### src/rtl/sdadc_rx_if.sv
// sdadc_rx_if -- bus-side signals between the sigma-delta ADC front end and
// its Wishbone wrapper.
//   cssdadc      wrapper -> block  block select
//   start_rx     wrapper -> block  capture enable (runs while cssdadc && start_rx)
//   sample_ack   wrapper -> block  one-cycle pulse, consumes the held sample
//   sample       block -> wrapper  signed 24-bit sample
//   sample_valid block -> wrapper  sample holds an unconsumed value
//   status       block -> wrapper  [0] running, [1] valid, [2] overrun, [7:3] 0
interface sdadc_rx_if;
   logic        cssdadc;
   logic        start_rx;
   logic        sample_ack;
   logic [23:0] sample;
   logic        sample_valid;
   logic [7:0]  status;

   modport master (
      output cssdadc, start_rx, sample_ack,
      input  sample, sample_valid, status
   );

   modport slave (
      input  cssdadc, start_rx, sample_ack,
      output sample, sample_valid, status
   );
endinterface

### src/rtl/sdadc_rx.sv
// sdadc_rx -- first-order sigma-delta ADC front end.
// Synchronizes the external comparator bit, returns it as the 1-bit feedback
// to the RC integrator, decimates the bitstream with a 2nd-order CIC (ratio
// 2^DECIM_LOG2) and offers signed 24-bit samples through a one-entry holding
// register with valid/ack handshake and a sticky overrun flag.
// Ports:
//   clk    system clock, posedge
//   reset  synchronous active-high reset
//   sdin   comparator output (asynchronous to clk)
//   sdfb   feedback bit to the RC network
//   bus    sdadc_rx_if.slave: select/enable/ack in, sample/valid/status out
module sdadc_rx #(
   parameter int DECIM_LOG2 = 8
) (
   input  logic        clk,
   input  logic        reset,
   input  logic        sdin,
   output logic        sdfb,
   sdadc_rx_if.slave   bus
);

   localparam int RW = 2*DECIM_LOG2;   // raw result needs RW+1 bits (0..2^RW)
   localparam int W  = RW + 2;         // integrator / comb width, wraps mod 2^W
   localparam int SH = 24 - RW;        // left-justify into the 24-bit sample

   logic                  s1_q, s1_d, s2_q, s2_d;
   logic                  run_q, run_d;
   logic                  sdfb_q, sdfb_d;
   logic [W-1:0]          i1_q, i1_d, i2_q, i2_d;
   logic [W-1:0]          d1_q, d1_d, d2_q, d2_d, c2_q, c2_d;
   logic [DECIM_LOG2-1:0] cnt_q, cnt_d;
   logic [1:0]            warm_q, warm_d;
   logic                  fmt_pend_q, fmt_pend_d;
   logic [23:0]           sample_q, sample_d;
   logic                  valid_q, valid_d;
   logic                  ovr_q, ovr_d;

   logic                  en, tick, load, sat;
   logic [W-1:0]          c1_new;
   logic [RW-1:0]         vsat;
   logic [23:0]           fmt_sample;

   assign en = bus.cssdadc && bus.start_rx;

   always_comb begin
      s1_d       = sdin;
      s2_d       = s1_q;
      run_d      = en;
      sdfb_d     = 1'b0;
      i1_d       = '0;
      i2_d       = '0;
      d1_d       = '0;
      d2_d       = '0;
      c2_d       = '0;
      cnt_d      = '0;
      warm_d     = '0;
      fmt_pend_d = 1'b0;

      tick   = en && (cnt_q == '1);
      // First comb output is only needed combinationally: it feeds c2 and d2
      // on the same tick, so no separate register is kept for it.
      c1_new = i2_q - d1_q;

      if (en) begin
         sdfb_d = s2_q;
         i1_d   = i1_q + {{(W-1){1'b0}}, s2_q};
         i2_d   = i2_q + i1_q;
         cnt_d  = cnt_q + DECIM_LOG2'(1);
         d1_d   = d1_q;
         d2_d   = d2_q;
         c2_d   = c2_q;
         warm_d = warm_q;
         if (tick) begin
            d1_d       = i2_q;
            d2_d       = c1_new;
            c2_d       = c1_new - d2_q;
            // The first two tick results come from half-filled combs.
            fmt_pend_d = (warm_q == 2'd2);
            if (warm_q != 2'd2) warm_d = warm_q + 2'd1;
         end
      end
   end

   // Format: v = r - 2^(RW-1). Since r is in 0..2^RW, only r == 2^RW can
   // overflow (saturate); otherwise subtracting half-scale in RW bits is just
   // an MSB flip.
   always_comb begin
      sat        = |c2_q[W-1:RW];
      vsat       = sat ? {1'b0, {(RW-1){1'b1}}} : {~c2_q[RW-1], c2_q[RW-2:0]};
      fmt_sample = {{SH{vsat[RW-1]}}, vsat} << SH;
   end

   // A pending result is dropped if the block was disabled in between.
   assign load = fmt_pend_q && en;

   always_comb begin
      sample_d = sample_q;
      valid_d  = valid_q;
      ovr_d    = ovr_q;
      if (load) begin
         sample_d = fmt_sample;
         valid_d  = 1'b1;
         if (valid_q && !bus.sample_ack) ovr_d = 1'b1;
         else if (valid_q)               ovr_d = 1'b0;
      end else if (bus.sample_ack && valid_q) begin
         valid_d = 1'b0;
         ovr_d   = 1'b0;
      end
   end

   always_ff @(posedge clk) begin
      if (reset) begin
         s1_q       <= 1'b0;
         s2_q       <= 1'b0;
         run_q      <= 1'b0;
         sdfb_q     <= 1'b0;
         i1_q       <= '0;
         i2_q       <= '0;
         d1_q       <= '0;
         d2_q       <= '0;
         c2_q       <= '0;
         cnt_q      <= '0;
         warm_q     <= '0;
         fmt_pend_q <= 1'b0;
         sample_q   <= '0;
         valid_q    <= 1'b0;
         ovr_q      <= 1'b0;
      end else begin
         s1_q       <= s1_d;
         s2_q       <= s2_d;
         run_q      <= run_d;
         sdfb_q     <= sdfb_d;
         i1_q       <= i1_d;
         i2_q       <= i2_d;
         d1_q       <= d1_d;
         d2_q       <= d2_d;
         c2_q       <= c2_d;
         cnt_q      <= cnt_d;
         warm_q     <= warm_d;
         fmt_pend_q <= fmt_pend_d;
         sample_q   <= sample_d;
         valid_q    <= valid_d;
         ovr_q      <= ovr_d;
      end
   end

   assign sdfb             = sdfb_q;
   assign bus.sample       = sample_q;
   assign bus.sample_valid = valid_q;
   assign bus.status       = {5'b0, ovr_q, valid_q, run_q};

endmodule

### src/flat_wrapper.sv
// flat-port wrapper written by rule: the top's interface ports become plain ports
module sdadc_rx_flat 
#(
   parameter int DECIM_LOG2 = 8
)
  (clk, reset, sdin, sdfb, bus_cssdadc, bus_start_rx, bus_sample_ack, bus_sample, bus_sample_valid, bus_status);
  sdadc_rx_if bus_i ();
  input  logic clk;
  input  logic reset;
  input  logic sdin;
  output logic sdfb;
  input wire logic [$bits(bus_i.cssdadc)-1:0] bus_cssdadc;
  input wire logic [$bits(bus_i.start_rx)-1:0] bus_start_rx;
  input wire logic [$bits(bus_i.sample_ack)-1:0] bus_sample_ack;
  output wire logic [$bits(bus_i.sample)-1:0] bus_sample;
  output wire logic [$bits(bus_i.sample_valid)-1:0] bus_sample_valid;
  output wire logic [$bits(bus_i.status)-1:0] bus_status;
  assign bus_i.cssdadc = bus_cssdadc;
  assign bus_i.start_rx = bus_start_rx;
  assign bus_i.sample_ack = bus_sample_ack;
  assign bus_sample = bus_i.sample;
  assign bus_sample_valid = bus_i.sample_valid;
  assign bus_status = bus_i.status;
  sdadc_rx #(.DECIM_LOG2(DECIM_LOG2)) u_core (.clk(clk), .reset(reset), .sdin(sdin), .sdfb(sdfb), .bus(bus_i));
endmodule
### config.mk
export PLATFORM = sky130hd
export DESIGN_NAME = sdadc_rx_flat
export DESIGN_NICKNAME = d
export VERILOG_FILES = /design/src/rtl/sdadc_rx_if.sv /design/src/rtl/sdadc_rx.sv /design/src/flat_wrapper.sv
export SDC_FILE = /design/constraint.sdc
export NUM_CORES = 1
export LEC_CHECK = 0
export ABC_AREA = 1
export CAP_MARGIN = 40
export CELL_PAD_IN_SITES_DETAIL_PLACEMENT = 0
export CELL_PAD_IN_SITES_GLOBAL_PLACEMENT = 1
export CORE_ASPECT_RATIO = 0.6
export CORE_MARGIN = 10
export CORE_UTILIZATION = 40
export CTS_CLUSTER_DIAMETER = 200
export CTS_CLUSTER_SIZE = 25
export DETAILED_ROUTE_END_ITERATION = 8
export MAX_ROUTING_LAYER = met4
export PLACE_DENSITY_LB_ADDON = 0.1
export SYNTH_ARGS = -nofsm -noshare
export SYNTH_HDL_FRONTEND = slang
export SYNTH_SLANG_ARGS = --single-unit
### constraint.sdc
create_clock -name clk -period 2.9 [get_ports clk]
set_clock_uncertainty 0.05 [all_clocks]
set_input_delay 0.87 -clock clk [delete_from_list [all_inputs] [get_ports clk]]
set_output_delay 0.87 -clock clk [all_outputs]
set_load 0.05 [all_outputs]
==> impl_summary.txt, run 1 <==
----------------------------------------------------
[Outcome]
  Run status ... finished, violations left
  Violations in the final reports ... setup timing

[Finish]
  Most frequent cells in the layout ... inv_1 (151), nand2_1 (132), a21oi_1 (124)
  Fraction of final layout cells with drive strength greater than 1 ... 0.195
  Number of nets in the final layout ... 1,167
  Most frequent standard cell in the layout excluding fill and tap cells ... inv_1
  Finished layout cell area ... 9220 um^2
  Antenna diode count ... 0
  Layout Cells excl Fill ... between 1k and 1.5k
  Final Util ... 0.537
  Area delta synth->final ... 31.5%

[Timing]
  Fin crit share ... 1.10
  Clock period minus worst slack ... 3190 ps
  Peak Freq ... 314 MHz
  Number of max-slew violations in the final report ... 0
  RSZ-0062 raised after global routing ... true
  Worst-case setup margin in the final layout ... -287 ps
  Number of setup violations in the final report ... 7
  Endpoints failing hold ... 0
  Worst Max-Slew Pin Slew ... just over 700 ps
  Max-slew headroom at the worst pin ... 0.520

[Routing]
  Number of DRC markers after the initial detailed-route iteration ... a little under 400
  Detailed-route wire length ... roughly 18,000 um
  Antenna-violating nets left ... 0
  Residual DRC count ... 0
  Overall via count from detail_route ... 6,417
  Routed length per instance ... 13.7 um
  Via density per instance ... about 4.8
  First-pass iteration count of the detailed router ... 7

[Synthesis]
  Sequential cell area fraction in the yosys report ... 0.351
  Cell type with the largest total area after synthesis ... dfxtp_1
  Proportion of synthesized flip-flops having asynchronous set or reset ... 0
  Mapped Avg Cell Area ... between 7 and 8 um^2
  Primary flip-flop cell chosen by synthesis mapping ... dfxtp_1
  Yosys cell types ... 42
  Yosys top cell area share ... 0.351
  Yosys Warn Count ... 0
  Dominant cells by area after synthesis ... dfxtp_1 (35%), ha_1 (9.8%), a21oi_1 (9.6%), inv_1 (8.4%), nand2_1 (7.7%)
  Number of synthesized flops with an enable pin ... 0
  Post-synthesis instance total ... 980
  Total standard cell area after synthesis ... about 7000 um^2
  Number of register bits inferred by synthesis ... 123

[Hold path]
  Number of cells traversed by the worst hold path ... 2
  WHS Endpoint ... u_core.sdfb
  Hold WC Path Type ... register to register
  Source of the worst hold timing path ... u_core.s2_q

[Setup path]
  Worst flop-to-flop path endpoint ... u_core.c2_q[13]
  Critical path class ... register to register
  Data required time at the worst endpoint ... 3170 ps
  Reg2reg path depth ... 23
  Element type at the critical path start ... register
  Worst Path Max Fanout ... 3
  Register-to-register path setup slack ... -290 ps
  Data arrival time of the critical path ... around 3500 ps
  Startpoint of the worst-slack reg-to-reg timing path ... u_core.i2_q[0]
  Endpoint class of the critical path ... register

[Floorplanning]
  Die Ht ... roughly 120 um
  DIE WIDTH ... 191 um
  Area of the die ... around 23,000 um^2
  Initial core utilization ... 0.408
  Core outline area ... 17,200 um^2
  # IOs ... 40
  Number of standard-cell rows in the floorplan ... 37

[Clock network]
  Clock transition at the register clock pins on the worst setup and hold paths after CTS ... 60 ps
  Number of hold buffers added after cts ... 0
  Clock root cell ... clkbuf_16
  Clock buffers created by TritonCTS ... 17
  Deepest clock path buffer count ... 2
  CTS sink cnt ... between 100 and 150
  Number of levels the H-tree was split into ... 4
  Worst-Skew Late Latency ... roughly 430 ps
  TritonCTS clock tree ... built

[Power]
  Max VDD drop ... approximately 0.37 mV
  Leakage ... 4.23 nW
  Areal power density over the cells ... 455 nW/um^2

[Placed design]
  Number of buffer cells added on primary ports ... 26
  Sum of net half-perimeters after detailed placement ... around 14,000 um
  Total placed cells including tap cells ... 1,309
  DP Area ... slightly above 8000 um^2
  Final weighted congestion of routability-driven global placement ... 0.845

[Global route]
  Total congestion overflow after global routing ... 0
  Total routing usage reported by global routing ... 0.165
  Maximum number of pins on one net before global-route repair ... 59
  Via count of the first global-routing pass ... 6,109
  Global-route wire length before repair ... 30,400 um
  Antenna violations before repair ... 0

[Job]
  Max-capacitance violation count ... 0

----------------------------------------------------
==> kinds of logic after synthesis <==
kind of cell,share of synthesized area
AOI/OAI and AO/OA,0.202
xor gates and xnor gates,0.0312
adders and majority gates,0.107
buffers and inverters,0.117
DFF,0.351
other,0.000535
and+or+nand+nor,0.191
==> power by group <==
part	internal (mW)	total (mW)	switching, mW
clock	1.55	2.41	0.859
combinational	0.0189	0.0946	0.0756
sequential	1.69	1.69	0.00120
==> synthesized netlist by cell type (all sizes together), types with 3 or more instances <==
cell type	count
o21ai	95
inv	161
clkbuf	15
dfxtp	123
nand2	144
a21oi	134
xnor2	8
fa	3
nor3	17
xor2	17
o21bai	8
buf	24
ha	55
nand3	43
nand4	7
a211oi	4
nor2	89
nor4	4
o21a	7
a21o	6
==> what timing repair did <==
action / 4_1_cts / 5_1_grt
hold endpoints to repair: 0 / 0
setup buffers: 3 / 6
setup endpoints to repair: 9 / 12
pin swaps: 14 / 33
gates resized for setup: 13 / 62
==> stage by stage <==
stage | hold WS, ps | TNS, ps | worst slack (ps) | total power, mW
2_1_floorplan | 338 | -712 | -197 | 1.81
3_3_place_gp | 378 | -2330 | -403 | 1.82
3_5_place_dp | 392 | -2410 | -391 | 1.82
4_1_cts | 396 | -1480 | -299 | 4.24
5_1_grt | 420 | -2900 | -497 | 4.31
6_report | 383 | -1170 | -287 | 4.20
==> layer usage <==
metal | GRT usage | routed length [um]
met5 | - | 0
met4 | 0.0367 | 141
met3 | 0.0348 | 564
met2 | 0.222 | 7200
met1 | 0.244 | 10600
==> layout make-up <==
type                    instances  area [um^2]
clock buffers                  18          439
clock inverters                14          219
fillers                      1700         7950
inverters                     161          604
multi-input cells             669         4130
flip-flops and latches        123         2460
well taps                     234          293
repair buffers                131         1070
==> worst max-delay path: stages (launching register included) <==
cell and delay, ps:
dfxtp_2 330, inv_2 50, ha_4 150, fa_2 360, inv_2 60, nand3_2 50, nand2_2 70, nand2_1 50
nand2_1 70, nand2_1 60, nand2_2 70, inv_2 40, o21bai_4 150, xor2_2 230, ha_4 250, a21oi_2 140
nor2_1 50, or2_4 250, a21oi_4 110, nand2_2 90, a21oi_1 170, o21ai_2 80, o211ai_1 80, inv_1 50
==> worst max-delay path by stage <==
stage                   start               to  cells past startpoint  slack, ps
2_1_floorplan  u_core.i2_q[0]  u_core.c2_q[17]                     25       -200
3_3_place_gp   u_core.i2_q[0]  u_core.c2_q[17]                     25       -400
3_5_place_dp   u_core.i2_q[0]  u_core.c2_q[17]                     25       -390
4_1_cts        u_core.i2_q[0]  u_core.c2_q[17]                     25       -300
5_1_grt        u_core.i2_q[0]  u_core.c2_q[17]                     25       -500
6_report       u_core.i2_q[0]  u_core.c2_q[13]                     23       -290
==> registers in the layout, indices dropped and copies added (netlist names), 2 cells and up <==
register / cells
u_core.i1_q: 18
u_core.c2_q: 18
u_core.bus.sample: 16
u_core.cnt_q: 8
u_core.i2_q: 18
u_core.d1_q: 18
u_core.warm_q: 2
u_core.d2_q: 18
Power figures use the tool's default switching activity.
==> inputs of run 2 (changes only) <==
--- a/config.mk
+++ b/config.mk
@@ -17,6 +17,7 @@
 export DETAILED_ROUTE_END_ITERATION = 8
 export MAX_ROUTING_LAYER = met4
 export PLACE_DENSITY_LB_ADDON = 0.1
+export SLEW_MARGIN = 20
 export SYNTH_ARGS = -nofsm -noshare
 export SYNTH_HDL_FRONTEND = slang
 export SYNTH_SLANG_ARGS = --single-unit
==> results of run 2 <==
Same layout as run 1: the final DEF is identical, and so are final timing and power.
==> inputs of run 3 (changes only) <==
--- a/config.mk
+++ b/config.mk
@@ -10,7 +10,6 @@
 export CELL_PAD_IN_SITES_DETAIL_PLACEMENT = 0
 export CELL_PAD_IN_SITES_GLOBAL_PLACEMENT = 1
 export CORE_ASPECT_RATIO = 0.6
-export CORE_MARGIN = 10
 export CORE_UTILIZATION = 40
 export CTS_CLUSTER_DIAMETER = 200
 export CTS_CLUSTER_SIZE = 25
==> run 3 against run 2 <==
  * First-iteration DRC count up 4.6%
  * Critical path depth unchanged
  * Sequential cell count is the same
  * Routed wire length is 4.5% lower
  * Global-route usage rose by 5.1 points
  * Setup slack got worse by 58 ps
  * Via count is 0.61% lower
  * The run still ends with setup timing left
  * Hold slack gained 1.8 ps
==> impl_summary.txt, run 3 (synthesized netlist as in run 1, its figures left out) <==
----------------------------------------------------
[Setup path]
  Endpoint class of the critical path ... register
  Critical path class ... register to register
  Data required time at the worst endpoint ... 3170 ps
  Element type at the critical path start ... register
  Worst Path Max Fanout ... 3
  Data arrival time of the critical path ... 3510 ps

[Timing]
  Max-slew headroom at the worst pin ... 0.531
  Peak Freq ... about 310 MHz
  Fin crit share ... 1.12
  Worst-case setup margin in the final layout ... -345 ps
  Worst Max-Slew Pin Slew ... 702 ps
  Number of setup violations in the final report ... 8
  Clock period minus worst slack ... 3240 ps
  RSZ-0062 raised after global routing ... true
  Endpoints failing hold ... 0
  Number of max-slew violations in the final report ... 0

[Floorplanning]
  Number of standard-cell rows in the floorplan ... 37
  Die Ht ... approximately 100 um
  Initial core utilization ... 0.409
  DIE WIDTH ... 173 um
  Area of the die ... roughly 18,000 um^2
  # IOs ... 40
  Core outline area ... around 17,000 um^2

[Clock network]
  Worst-Skew Late Latency ... 420 ps
  Number of levels the H-tree was split into ... 4
  Clock transition at the register clock pins on the worst setup and hold paths after CTS ... 60 ps
  CTS sink cnt ... 123
  Clock root cell ... clkbuf_16
  Clock buffers created by TritonCTS ... 17
  TritonCTS clock tree ... built
  Number of hold buffers added after cts ... 0
  Deepest clock path buffer count ... 2

[Routing]
  Overall via count from detail_route ... 6,378
  Via density per instance ... 4.73
  First-pass iteration count of the detailed router ... 5
  Number of DRC markers after the initial detailed-route iteration ... approximately 400
  Routed length per instance ... around 13 um
  Detailed-route wire length ... 17,700 um
  Residual DRC count ... 0
  Antenna-violating nets left ... 0

[Finish]
  Number of nets in the final layout ... approximately 1.2k
  Most frequent cells in the layout ... inv_1 (154), nand2_1 (135), a21oi_1 (123)
  Area delta synth->final ... 29.0%
  Antenna diode count ... 0
  Count of fill cells added during filler insertion ... around 1.7k
  Finished layout cell area ... around 9000 um^2
  Fraction of final layout cells with drive strength greater than 1 ... 0.175
  Most frequent standard cell in the layout excluding fill and tap cells ... inv_1

[Job]
  Max-capacitance violation count ... 0

[Power]
  Leakage ... 4.17 nW
  Max VDD drop ... 0.255 mV
  Pwr Total ... slightly below 4 mW
  Areal power density over the cells ... approximately 440 nW/um^2

[Placed design]
  DP Area ... 8170 um^2
  Sum of net half-perimeters after detailed placement ... 12,900 um
  Number of buffer cells added on primary ports ... 26
  Final weighted congestion of routability-driven global placement ... 0.812

[Outcome]
  Run status ... finished, violations left
  Violations in the final reports ... setup timing

[Global route]
  Total congestion overflow after global routing ... 0
  Total routing usage reported by global routing ... 0.216
  Antenna violations before repair ... 0
  Global-route wire length before repair ... slightly above 30,000 um
  Maximum number of pins on one net before global-route repair ... 59
  Via count of the first global-routing pass ... 6,217

[Hold path]
  Hold WC Path Type ... register to register

----------------------------------------------------
[run 3: cell types whose count changed in the layout (fill, tap and decap cells not counted), moves of 3 or more]
cell and change:
xor2_2 -4, a21oi_2 +3, buf_4 -3, ha_4 -3, inv_1 +3, inv_2 -3
nand2_1 +3, nand2_2 -3, nand3_1 +3, o21ai_2 -3, xor2_1 +3
[run 3: final cells by class]
cell class | count | area [um^2] | area share
multi-input cells | 669 | 4030 | 0.446
flip-flops and latches | 123 | 2460 | 0.273
clock buffers | 21 | 460 | 0.0509
inverters | 161 | 604 | 0.0668
repair buffers | 129 | 1050 | 0.116
well taps | 234 | 293 | 0.0324
clock inverters | 10 | 143 | 0.0158
[run 3: report_power, final]
part	switching, mW	leakage [nW]	total [mW]	internal, mW
Combinational	0.0750	2.90	0.0930	0.0181
Sequential	0.00119	0.992	1.69	1.69
Clock	0.797	0.281	2.19	1.39
[run 3: per-layer routing]
layer  track usage  part of all wire
met5             -                 0
met4        0.0582            0.0097
met3        0.0415             0.038
met2         0.296              0.38
met1         0.319              0.58
[run 3: metrics by stage]
step	instances	hold slack, ps	TNS [ps]	utilization	worst slack (ps)
floorplan	992	338	-712	-	-197
global placement	1309	379	-2330	0.476	-385
global route	1347	414	-4560	0.528	-680
finish	1347	385	-1810	0.528	-345
CTS	1343	397	-1780	0.516	-319
detailed placement	1310	391	-2560	0.477	-404
[run 3: worst max-delay path, stage by stage (launching register included)]
cell and delay [ps]:
dfxtp_2 330, inv_2 50, ha_4 150, fa_2 400, inv_2 60, nand3_2 50, nand2_2 80, nand2_2 50
nand2_2 60, nand2_1 50, nand2_1 70, inv_1 40, o21bai_1 160, xor2_1 210, ha_1 300, buf_4 150
nand2_1 100, o21ai_0 180, a221oi_2 300, nand2_1 90, nand2_1 60, nand3_1 60, nand2_1 70, inv_1 30
[run 3: worst paths after layout]
check | startpoint | end | slack [ps] | cells past startpoint
setup reg to reg | u_core.i2_q[0] | u_core.c2_q[15] | -340 | 23
hold reg to reg | u_core.s2_q | u_core.sdfb | 380 | 2
hold / removal | u_core.s2_q | u_core.sdfb | 380 | 2
setup / recovery | u_core.i2_q[0] | u_core.c2_q[15] | -340 | 23
[run 3: what timing repair did]
| item | in CTS | in global routing |
|---|---|---|
| buffers inserted | 2 | 4 |
| setup endpoints to repair | 9 | 13 |
| resized for setup | 17 | 36 |
| pin swaps | 18 | 15 |
